$ cat config.mk
export PLATFORM = sky130hd
export DESIGN_NAME = medicine_scheduler
export DESIGN_NICKNAME = d
export VERILOG_FILES = /design/src/rtl/medicine_pkg.sv /design/src/rtl/medicine_channel.sv /design/src/rtl/medicine_scheduler.sv
export SDC_FILE = /design/constraint.sdc
export NUM_CORES = 1
export LEC_CHECK = 0
export CORE_ASPECT_RATIO = 1.2
export CORE_UTILIZATION = 52
export CTS_CLUSTER_DIAMETER = 50
export CTS_CLUSTER_SIZE = 28
export DETAILED_ROUTE_END_ITERATION = 16
export PLACE_DENSITY = 0.78
export SLEW_MARGIN = 20
export SYNTH_ARGS = -nofsm -noshare
export SYNTH_HDL_FRONTEND = slang
export SYNTH_SLANG_ARGS = --single-unit
export TNS_END_PERCENT = 30
$ cat constraint.sdc
create_clock -name clk -period 3.5 [get_ports clk]
set_input_delay 1.05 -clock clk [delete_from_list [all_inputs] [get_ports clk]]
set_output_delay 1.05 -clock clk [all_outputs]
set_load 0.01 [all_outputs]
$ cat src/rtl/medicine_pkg.sv
// Shared types and sizing helpers for the medicine reminder scheduler.
// Holds the per-channel FSM encoding and the wait-counter width rule.
package medicine_pkg;

    typedef enum logic [1:0] {
        ST_COUNT   = 2'd0,
        ST_REMIND  = 2'd1,
        ST_OVERDUE = 2'd2
    } state_t;

    // Wait counter must hold 0..ACK_TIMEOUT-1 with headroom.
    function automatic int wait_width(input int timeout);
        return $clog2(timeout) + 1;
    endfunction

    localparam int ACK_TIMEOUT_DEF = 8;
    localparam int WAIT_W          = $clog2(ACK_TIMEOUT_DEF) + 1;

endpackage

$ cat src/rtl/medicine_channel.sv
// One reminder channel: free-running period counter, ack wait counter, FSM.
// Ports: clk/reset/enable, period, ack -> reminder, missed, miss_pulse.
module medicine_channel
    import medicine_pkg::*;
#(
    parameter int CNT_W       = 16,
    parameter int ACK_TIMEOUT = ACK_TIMEOUT_DEF
) (
    input  logic             clk,
    input  logic             reset,
    input  logic             enable,
    input  logic [CNT_W-1:0] period,
    input  logic             ack,
    output logic             reminder,
    output logic             missed,
    output logic             miss_pulse
);

    localparam int WW = wait_width(ACK_TIMEOUT);

    state_t           st;
    logic [CNT_W-1:0] cnt;
    logic [WW-1:0]    wt;
    logic             active;
    logic             expire;
    logic             timeout;

    assign active  = (period != '0);
    // >= so a period shrunk below the current count still expires.
    assign expire  = active && (cnt >= period - CNT_W'(1));
    assign timeout = (wt == WW'(ACK_TIMEOUT - 1));

    // High for the edge on which this channel registers a missed dose.
    assign miss_pulse = enable && active && (st == ST_REMIND) && !ack
                        && (timeout || expire);

    assign reminder = (st == ST_REMIND);
    assign missed   = (st == ST_OVERDUE);

    always_ff @(posedge clk or posedge reset) begin
        if (reset) begin
            st  <= ST_COUNT;
            cnt <= '0;
            wt  <= '0;
        end else if (enable) begin
            if (!active) begin
                st  <= ST_COUNT;
                cnt <= '0;
                wt  <= '0;
            end else begin
                cnt <= expire ? '0 : cnt + CNT_W'(1);
                unique case (st)
                    ST_COUNT: begin
                        if (expire) begin
                            st <= ST_REMIND;
                            wt <= '0;
                        end
                    end
                    ST_REMIND: begin
                        wt <= wt + WW'(1);
                        if (ack) begin
                            st <= ST_COUNT;
                        end else if (timeout) begin
                            st <= ST_OVERDUE;
                        end else if (expire) begin
                            wt <= '0;
                        end
                    end
                    ST_OVERDUE: begin
                        if (ack) begin
                            st <= ST_COUNT;
                        end else if (expire) begin
                            st <= ST_REMIND;
                            wt <= '0;
                        end
                    end
                    default: st <= ST_COUNT;
                endcase
            end
        end
    end

endmodule

$ cat src/rtl/medicine_scheduler.sv
// Multi-channel medicine reminder with a shared saturating missed-dose count.
// Ports: clk, reset, enable, period_cfg, ack -> reminder/missed, any_alert, miss_count.
module medicine_scheduler
    import medicine_pkg::*;
#(
    parameter int NUM_DOSES   = 4,
    parameter int CNT_W       = 16,
    parameter int ACK_TIMEOUT = ACK_TIMEOUT_DEF,
    parameter int MISS_W      = 8
) (
    input  logic                       clk,
    input  logic                       reset,
    input  logic                       enable,
    input  logic [NUM_DOSES*CNT_W-1:0] period_cfg,
    input  logic [NUM_DOSES-1:0]       ack,
    output logic [NUM_DOSES-1:0]       medicine_reminder,
    output logic [NUM_DOSES-1:0]       medicine_missed,
    output logic                       any_alert,
    output logic [MISS_W-1:0]          miss_count
);

    localparam int PC_W  = $clog2(NUM_DOSES + 1);
    localparam int SUM_W = MISS_W + PC_W;
    localparam logic [SUM_W-1:0] MAX = SUM_W'({MISS_W{1'b1}});

    logic [NUM_DOSES-1:0] pulse;
    logic [PC_W-1:0]      pc;
    logic [SUM_W-1:0]     sum;
    logic [MISS_W-1:0]    nxt;

    for (genvar i = 0; i < NUM_DOSES; i++) begin : g_ch
        medicine_channel #(
            .CNT_W       (CNT_W),
            .ACK_TIMEOUT (ACK_TIMEOUT)
        ) u_ch (
            .clk        (clk),
            .reset      (reset),
            .enable     (enable),
            .period     (period_cfg[i*CNT_W +: CNT_W]),
            .ack        (ack[i]),
            .reminder   (medicine_reminder[i]),
            .missed     (medicine_missed[i]),
            .miss_pulse (pulse[i])
        );
    end

    // Several channels can miss on the same edge; add them all at once.
    always_comb begin
        pc = '0;
        for (int i = 0; i < NUM_DOSES; i++) begin
            pc = pc + PC_W'(pulse[i]);
        end
        sum = SUM_W'(miss_count) + SUM_W'(pc);
        nxt = (sum > MAX) ? {MISS_W{1'b1}} : sum[MISS_W-1:0];
    end

    always_ff @(posedge clk or posedge reset) begin
        if (reset) begin
            miss_count <= '0;
        end else if (enable) begin
            miss_count <= nxt;
        end
    end

    assign any_alert = |{medicine_reminder, medicine_missed};

endmodule
Word level (Yosys, flattened, before mapping)
Index checks and enable logic that the tools add are counted.
{"block": "word_totals", "register_bits": 96, "in_bits": 71}
{"block": "op_classes", "n_addsub": 16, "n_lt_le_gt_ge": 5, "eq_ne": 24, "muxes": 61, "n_reduce_logical": 45}
{"cell": "$mux W16", "count": 8}
{"cell": "$mux W4", "count": 24}
{"cell": "$add A16 B1 Y16 const B", "count": 4}
{"cell": "$ge A16 B16 Y1", "count": 4}
{"cell": "$reduce_bool A16 Y1", "count": 4}
{"cell": "$sub A16 B1 Y16 const B", "count": 4}
{"cell": "$pmux W4 S3", "count": 4}
{"cell": "$mux W2", "count": 20}
{"cell": "$pmux W2 S3", "count": 4}
{"cell": "$logic_and A1 B1 Y1", "count": 20}
{"cell": "$add A4 B1 Y4 const B", "count": 4}
{"cell": "$eq A4 B3 Y1 const B", "count": 4}
{"cell": "$ne A4 B2 Y1 const B", "count": 4}
{"cell": "$ne A4 B4 Y1 const B", "count": 4}
{"cell": "$ne A3 B3 Y1 const B", "count": 4}
{"cell": "$reduce_and A3 Y1", "count": 4}
{"cell": "$add A8 B3 Y9", "count": 1}
{"cell": "$gt A9 B8 Y1 const B", "count": 1}
{"cell": "$eq A2 B1 Y1 const B", "count": 4}
{"cell": "$eq A2 B2 Y1 const B", "count": 4}
{"cell": "$logic_not A2 Y1", "count": 4}
{"cell": "$mux W8", "count": 1}
{"cell": "$reduce_and A2 Y1", "count": 4}
{"cell": "$reduce_or A8 Y1", "count": 1}
{"cell": "other kinds (5)", "count": 11}

Logic depth before layout (Yosys ltp)
Gate-level depths: netlist of the first run.
{"block": "depth", "depth_word": 11, "depth_mapped": 21, "depth_no_buf": 20}

By module
From an unflattened synthesis of the first run, not the netlist that was laid out.
{"block": "unflattened", "cells_unflattened": 988, "hier_area_um2": 8567.0}
{"module": "medicine_channel at g_ch[0].u_ch ...", "n_inst": 3, "cells_each": 236, "area_per_inst_um2": 1998.2}
{"module": "medicine_channel at g_ch[1].u_ch", "n_inst": 1, "cells_each": 228, "area_per_inst_um2": 2077.0}
{"module": "medicine_scheduler", "n_inst": 1, "cells_each": 52, "area_per_inst_um2": 495.5}

Least setup slack after synthesis of the first run
OpenSTA, ideal clock, no wires.
{"block": "synth_timing", "path_type": "input to register", "start": "in period_cfg[2]", "end": "reg miss_count[4]", "setup_ns": 0.077, "arrival_time_ns": 5.414, "required_ns": 3.423, "setup_slack_ns": -1.991, "stages": 20, "path_buffers": 1, "path_cell_list": "nor4_1 > nor2b_1 > nand2_1 > or4_1 > xor2_1 > ha_1 > o21ai_0 > o21a_1 > o31ai_1 > a21oi_1 > clkbuf_1 > o21ai_0 > nand3_1 > fa_1 > inv_1 > fa_1 > fa_1 > and3_1 > and3_1 > a21oi_1"}
{"block": "synth_between", "elab_chain_len": 11, "word_cells_on_any_way": 15}
{"item": "start: declaration", "line": "medicine_scheduler.sv:14", "text": "input logic [NUM_DOSES*CNT_W-1:0] period_cfg,"}
{"item": "$sub A16 B1 Y16 / $reduce_bool A16 Y1 (equally long branches)", "line": "medicine_channel.sv:30, medicine_channel.sv:28"}
{"item": "$ge A16 B16 Y1 / $logic_and A1 B1 Y1 (equally long branches)", "line": "medicine_channel.sv:30, medicine_channel.sv:34"}
{"item": "$logic_and A1 B1 Y1, on equally long branches", "line": "medicine_channel.sv:30, medicine_channel.sv:34"}
{"item": "$logic_or A1 B1 Y1 / $logic_and A1 B1 Y1 (equally long branches)", "line": "medicine_channel.sv:35, medicine_channel.sv:34"}
{"item": "$logic_and A1 B1 Y1 (*)", "line": "medicine_channel.sv:35", "text": "&& (timeout || expire);"}
{"item": "$add A1 B1 Y2 (*)", "line": "medicine_scheduler.sv:51", "text": "pc = pc + PC_W'(pulse[i]);"}
{"item": "$add A2 B1 Y3 (*)", "line": "medicine_scheduler.sv:51"}
{"item": "$add A3 B1 Y3 (*)", "line": "medicine_scheduler.sv:51"}
{"item": "$add A8 B3 Y9 (*)", "line": "medicine_scheduler.sv:53", "text": "sum = SUM_W'(miss_count) + SUM_W'(pc);"}
{"item": "$gt A9 B8 Y1", "line": "medicine_scheduler.sv:54", "text": "nxt = (sum > MAX) ? {MISS_W{1'b1}} : sum[MISS_W-1:0];"}
{"item": "$mux W8 (*)", "line": "medicine_scheduler.sv:54"}
{"item": "end signal: assignment", "line": "medicine_scheduler.sv:61", "text": "miss_count <= nxt;"}
{"item": "end: declaration", "line": "medicine_scheduler.sv:19", "text": "output logic [MISS_W-1:0] miss_count"}
Every way passes the cells marked *; elsewhere a longest branch is shown, timed or not.
A chain may end at the register's enable or synchronous reset.

Final worst setup path of the first run
{"block": "layout_timing", "start": "in period_cfg[6]", "end": "reg miss_count[0]"}
The elaborated chain is that of the path after synthesis.

==> impl_results.html, run 1 <==
<table>
<tr><th>Metric</th><th>Value</th></tr>
<tr><th colspan="2">Final layout</th></tr>
<tr><td>Combined flip-flop and latch cell area</td><td>about 2400 um2</td></tr>
<tr><td>Fraction of final layout cells sized beyond drive strength 1</td><td>between 20% and 30%</td></tr>
<tr><td>Final layout net count</td><td>~1,300</td></tr>
<tr><td>Filler cells</td><td>between 900 and 1,000</td></tr>
<tr><td>Area added between synthesis and finish</td><td>42.3%</td></tr>
<tr><td>Area of combinational cells with multiple inputs</td><td>~5700 um2</td></tr>
<tr><td>Diodes inserted</td><td>0</td></tr>
<tr><th colspan="2">Timing</th></tr>
<tr><td>Worst relative slew slack</td><td>about 45%</td></tr>
<tr><td>Unrepaired setup endpoints after global routing</td><td>true</td></tr>
<tr><td>Setup ws final</td><td>-1570 ps</td></tr>
<tr><td>Max Clock Freq</td><td>between 150 and 200 MHz</td></tr>
<tr><td>Final number of max-transition violations</td><td>0</td></tr>
<tr><td>Number of hold-slack violations in the final timing report</td><td>0</td></tr>
<tr><td>Post-route fraction of the period consumed by the critical path</td><td>145%</td></tr>
<tr><td>Post-layout min period</td><td>between 5000 and 6000 ps</td></tr>
<tr><td>Setup skew after layout</td><td>roughly 7.5 ps</td></tr>
<tr><td>Final-report setup violation count</td><td>about 90</td></tr>
<tr><td>WHS</td><td>between 500 and 600 ps</td></tr>
<tr><td>Slew at the pin closest to its max-slew limit</td><td>811 ps</td></tr>
<tr><th colspan="2">Synth</th></tr>
<tr><td>Post-synth design cell area</td><td>between 7000 and 8000 um2</td></tr>
<tr><td>Library cell occupying the most area in the post-synthesis netlist</td><td>sky130_fd_sc_hd__dfrtp_1</td></tr>
<tr><td>Cell types with the highest counts after synthesis</td><td>sky130_fd_sc_hd__nor2_1 (117), sky130_fd_sc_hd__dfrtp_1 (96), sky130_fd_sc_hd__ha_1 (94)</td></tr>
<tr><td>Average instance area after synthesis</td><td>slightly below 9 um2</td></tr>
<tr><td>Warnings, synthesis</td><td>0</td></tr>
<tr><td>Share of synthesized area occupied by flip-flops and latches</td><td>between 30 and 40%</td></tr>
<tr><td>Register bit total from synthesis</td><td>96</td></tr>
<tr><td>Area fraction in compound gates after synthesis</td><td>between 10% and 20%</td></tr>
<tr><td>Basic-gate share of the synthesized area counting and, or, nand and nor cells</td><td>between 20% and 30%</td></tr>
<tr><td>Fraction of synthesized cell area taken by the top area cell type</td><td>between 30 and 40%</td></tr>
<tr><td>Primary FF master, synth</td><td>sky130_fd_sc_hd__dfrtp_1</td></tr>
<tr><td>Count leader, synth</td><td>sky130_fd_sc_hd__nor2_1</td></tr>
<tr><td>Combinational family with the most area after synthesis</td><td>simple AND/OR/NAND/NOR gates</td></tr>
<tr><td>Async SR Flop Fraction</td><td>between 90% and 100%</td></tr>
<tr><td>Nets in the synthesized netlist</td><td>between 1,000 and 1,500</td></tr>
<tr><td>Main area contributors after synthesis</td><td>sky130_fd_sc_hd__dfrtp_1 (31%), sky130_fd_sc_hd__ha_1 (15%), sky130_fd_sc_hd__xnor2_1 (7.0%), sky130_fd_sc_hd__nor2_1 (5.6%), sky130_fd_sc_hd__xor2_1 (5.1%)</td></tr>
<tr><td>Count of flip-flops with a built-in enable after synthesis</td><td>0</td></tr>
<tr><td>Area share of fa/ha/maj cells after synthesis</td><td>approximately 16%</td></tr>
<tr><td>Portion of netlist area occupied by mux cells</td><td>about 1.2%</td></tr>
<tr><td>Distinct cells, synth</td><td>66</td></tr>
<tr><td>Xor and xnor fraction of the mapped netlist area</td><td>12.0%</td></tr>
<tr><td>Post-Synthesis Cells</td><td>just under 900</td></tr>
<tr><th colspan="2">Critical path</th></tr>
<tr><td>Most frequent CP cell</td><td>sky130_fd_sc_hd__fa_2</td></tr>
<tr><td>Startpoint Class</td><td>input pin</td></tr>
<tr><td>Arrival time worst endpoint</td><td>roughly 5300 ps</td></tr>
<tr><td>Cell Chain, Critical Path</td><td>clkdlybuf4s50_1, nor2b_4, nand2_2, or4_1, xor2_1, ha_1, o21ai_1, o21a_1, o31ai_2, a21oi_2, o21ai_2, nand3_2, fa_1, inv_2, fa_2, fa_2, and3_4, buf_6, nand3_4, o211ai_1</td></tr>
<tr><td>Crit Path Class</td><td>input pin to register</td></tr>
<tr><td>Endpoint required time on the critical path</td><td>between 3000 and 4000 ps</td></tr>
<tr><td>Biggest fanout along the worst timing path</td><td>4</td></tr>
<tr><td>Slowest library cell on the worst path</td><td>sky130_fd_sc_hd__fa_1</td></tr>
<tr><td>Slowest stage delay, CP</td><td>540 ps</td></tr>
<tr><td>Element type at the critical path end</td><td>register</td></tr>
<tr><td>Flop2flop setup slack</td><td>-60 ps</td></tr>
<tr><th colspan="2">Detailed routing</th></tr>
<tr><td>Via count</td><td>7,522</td></tr>
<tr><td>Number of iterations in the first detailed-routing pass</td><td>5</td></tr>
<tr><td>Final routed DRC violation total</td><td>0</td></tr>
<tr><td>Routed length per placed instance</td><td>between 15 and 20 um</td></tr>
<tr><td>Drt initial violations</td><td>roughly 380</td></tr>
<tr><td>Routed Antenna Nets</td><td>0</td></tr>
<tr><td>Vias per std cell</td><td>around 5.6</td></tr>
<tr><td>Final wirelength</td><td>~21,000 um</td></tr>
<tr><th colspan="2">GRT</th></tr>
<tr><td>Number of antenna violations at the first check in global routing</td><td>0</td></tr>
<tr><td>Vias in the first global route</td><td>roughly 7,700</td></tr>
<tr><td>Aggregate global routing overflow</td><td>0</td></tr>
<tr><td>Pin count of the biggest net entering global routing</td><td>39</td></tr>
<tr><td>Total Routing Usage GR</td><td>between 20 and 30%</td></tr>
<tr><td>Wire length of the first global-routing pass</td><td>33,900 um</td></tr>
<tr><th colspan="2">Clock tree</th></tr>
<tr><td>CTS sink cnt</td><td>between 90 and 100</td></tr>
<tr><td>CTS max path bufs</td><td>2</td></tr>
<tr><td>Clock insertion delay at the later pin of the skew report</td><td>roughly 360 ps</td></tr>
<tr><td>Worst-path clk slew</td><td>roughly 70 ps</td></tr>
<tr><td># hold bufs at CTS</td><td>0</td></tr>
<tr><td>Cell at the root of the clock tree</td><td>sky130_fd_sc_hd__clkbuf_16</td></tr>
<tr><td>H-tree levels</td><td>3</td></tr>
<tr><td>Number of clock buffers inserted by TritonCTS</td><td>9</td></tr>
<tr><td>TritonCTS clock tree</td><td>built</td></tr>
<tr><th colspan="2">Die</th></tr>
<tr><td># IOs</td><td>88</td></tr>
<tr><td>Rows</td><td>48</td></tr>
<tr><td>Area of the die</td><td>between 15,000 and 20,000 um2</td></tr>
<tr><td>Effective utilization at floorplan</td><td>between 50% and 60%</td></tr>
<tr><td>Width of the chip</td><td>between 100 and 150 um</td></tr>
<tr><td>Core Region</td><td>~15,000 um2</td></tr>
<tr><td>Die H</td><td>between 100 and 150 um</td></tr>
<tr><th colspan="2">Placement</th></tr>
<tr><td>Count of input and output buffers</td><td>slightly below 90</td></tr>
<tr><td>Pre-CTS WS</td><td>-2290 ps</td></tr>
<tr><td>Post-DP HPWL</td><td>15,100 um</td></tr>
<tr><td>Final GP Congestion</td><td>0.803</td></tr>
<tr><th colspan="2">Run status</th></tr>
<tr><td>Status</td><td>finished with violations</td></tr>
<tr><td>Violations in the final reports</td><td>negative setup slack</td></tr>
<tr><th colspan="2">Pwr</th></tr>
<tr><td>LEAKAGE</td><td>between 5 and 6 nW</td></tr>
<tr><td>Worst vdd rail ir drop</td><td>approximately 0.27 mV</td></tr>
<tr><td>Power Density</td><td>402 nW/um2</td></tr>
<tr><th colspan="2">Hold path</th></tr>
<tr><td>Type of the tightest min-delay check</td><td>register to register</td></tr>
<tr><th colspan="2">Job</th></tr>
<tr><td>Max_cap viols</td><td>0</td></tr>
</table>
## cells in the final DEF, fill, tap and decap left out, types with 6 or more instances in the layout
cell type and instances:
sky130_fd_sc_hd__buf_4 159, sky130_fd_sc_hd__nor2_1 96, sky130_fd_sc_hd__dfrtp_1 96, sky130_fd_sc_hd__ha_1 92
sky130_fd_sc_hd__xnor2_1 61, sky130_fd_sc_hd__clkdlybuf4s50_1 58, sky130_fd_sc_hd__nand2_1 53, sky130_fd_sc_hd__inv_1 46
sky130_fd_sc_hd__xor2_1 45, sky130_fd_sc_hd__nand3_1 30, sky130_fd_sc_hd__a21oi_1 29, sky130_fd_sc_hd__nand4_1 21
sky130_fd_sc_hd__nor3_1 21, sky130_fd_sc_hd__buf_6 17, sky130_fd_sc_hd__nor2_2 15, sky130_fd_sc_hd__dlygate4sd2_1 15
sky130_fd_sc_hd__o21ai_0 13, sky130_fd_sc_hd__o21ai_1 12, sky130_fd_sc_hd__and3_1 11, sky130_fd_sc_hd__nand2b_1 9
sky130_fd_sc_hd__clkbuf_16 9, sky130_fd_sc_hd__nor4_1 8, sky130_fd_sc_hd__a31oi_1 8, sky130_fd_sc_hd__nand2_2 8
sky130_fd_sc_hd__o21a_1 7, sky130_fd_sc_hd__a21o_1 7, sky130_fd_sc_hd__nor4_4 6, sky130_fd_sc_hd__a21oi_2 6
sky130_fd_sc_hd__mux2i_1 6, sky130_fd_sc_hd__nand3b_1 6, sky130_fd_sc_hd__nor2_4 6
## layer usage
layer  track usage, %  wire length, um
met1             30.1             8280
met2             51.9            11100
met3             4.37              722
met4             12.2              650
met5                0                0
## sequential cells by signal, summed over array words and instances (netlist names)
name / cells
miss_count: 8
g_ch.u_ch.wt: 16
g_ch.u_ch.cnt: 64
g_ch.u_ch.st: 8
## stage by stage
step	instance area (um2)	std cells	TNS, ps	total power [mW]	util, %
after floorplan	8070	892	-26780	2.61	-
after global placement	10300	1314	-84650	3.18	70.6
after detailed placement	10300	1314	-93200	3.28	70.6
after CTS	10900	1341	-29510	4.40	75.0
after global routing	11100	1344	-42340	4.75	76.4
final	11100	1344	-28250	4.46	76.4
## critical path, delay by kind of cell
family                     cells  cell delay [ps]
adders and majority gates      4             1610
AOI/OAI and AO/OA              6              760
buffers and inverters          3              640
xor gates and xnor gates       1              180
and+or+nand+nor                6             1070
## cells by family (layout without fill, tap and decap cells)
| kind of cell | count (synthesis) | in the layout |
|---|---|---|
| fa+ha+maj | 97 | 97 |
| xor+xnor | 107 | 107 |
| compound gates | 148 | 148 |
| simple gates | 358 | 358 |
| flops | 96 | 96 |
| buf+inv | 77 | 329 |
| mux | 9 | 9 |
## final cells by class
| type | count | share of cell area, % |
|---|---|---|
| clock inverter | 6 | 0.834 |
| inverter | 52 | 1.78 |
| clock buffer | 10 | 2.06 |
| tap | 200 | 2.25 |
| sequential | 96 | 21.6 |
| multi-input combinational | 719 | 51.5 |
| timing repair buffer | 261 | 19.9 |
## final timing paths
path / start / to / depth (start not counted)
max in group asynchronous: reset / g_ch[3].u_ch.cnt[9] / 3
min reg2reg: g_ch[2].u_ch.wt[0] / g_ch[2].u_ch.wt[0] / 1
min: g_ch[2].u_ch.wt[0] / g_ch[2].u_ch.wt[0] / 1
max: period_cfg[6] / miss_count[0] / 20
max reg2reg: g_ch[0].u_ch.cnt[2] / miss_count[0] / 15
min in group asynchronous: reset / g_ch[0].u_ch.cnt[13] / 2
## repair_timing
item                       in CTS  in global routing
setup endpoints to repair      96                 96
cloned                          1                  0
buffers inserted               11                  7
pin swaps                      69                 38
gates resized for setup       119                 61
## power by group
| group | total (mW) | switching, mW | internal [mW] | leakage [nW] |
|---|---|---|---|---|
| logic | 1.75 | 0.873 | 0.879 | 3.61 |
| clock network | 1.08 | 0.450 | 0.630 | 0.149 |
| registers | 1.63 | 0.278 | 1.35 | 1.26 |
| total | 4.46 | 1.60 | 2.86 | 5.02 |
Power figures use the tool's default switching activity.
==> inputs of run 2 (changes only) <==
Settings changed: GPL_ROUTABILITY_DRIVEN from default to 0.
==> results of run 2 <==
The final DEF is identical to that of run 1; final timing and power are the same.
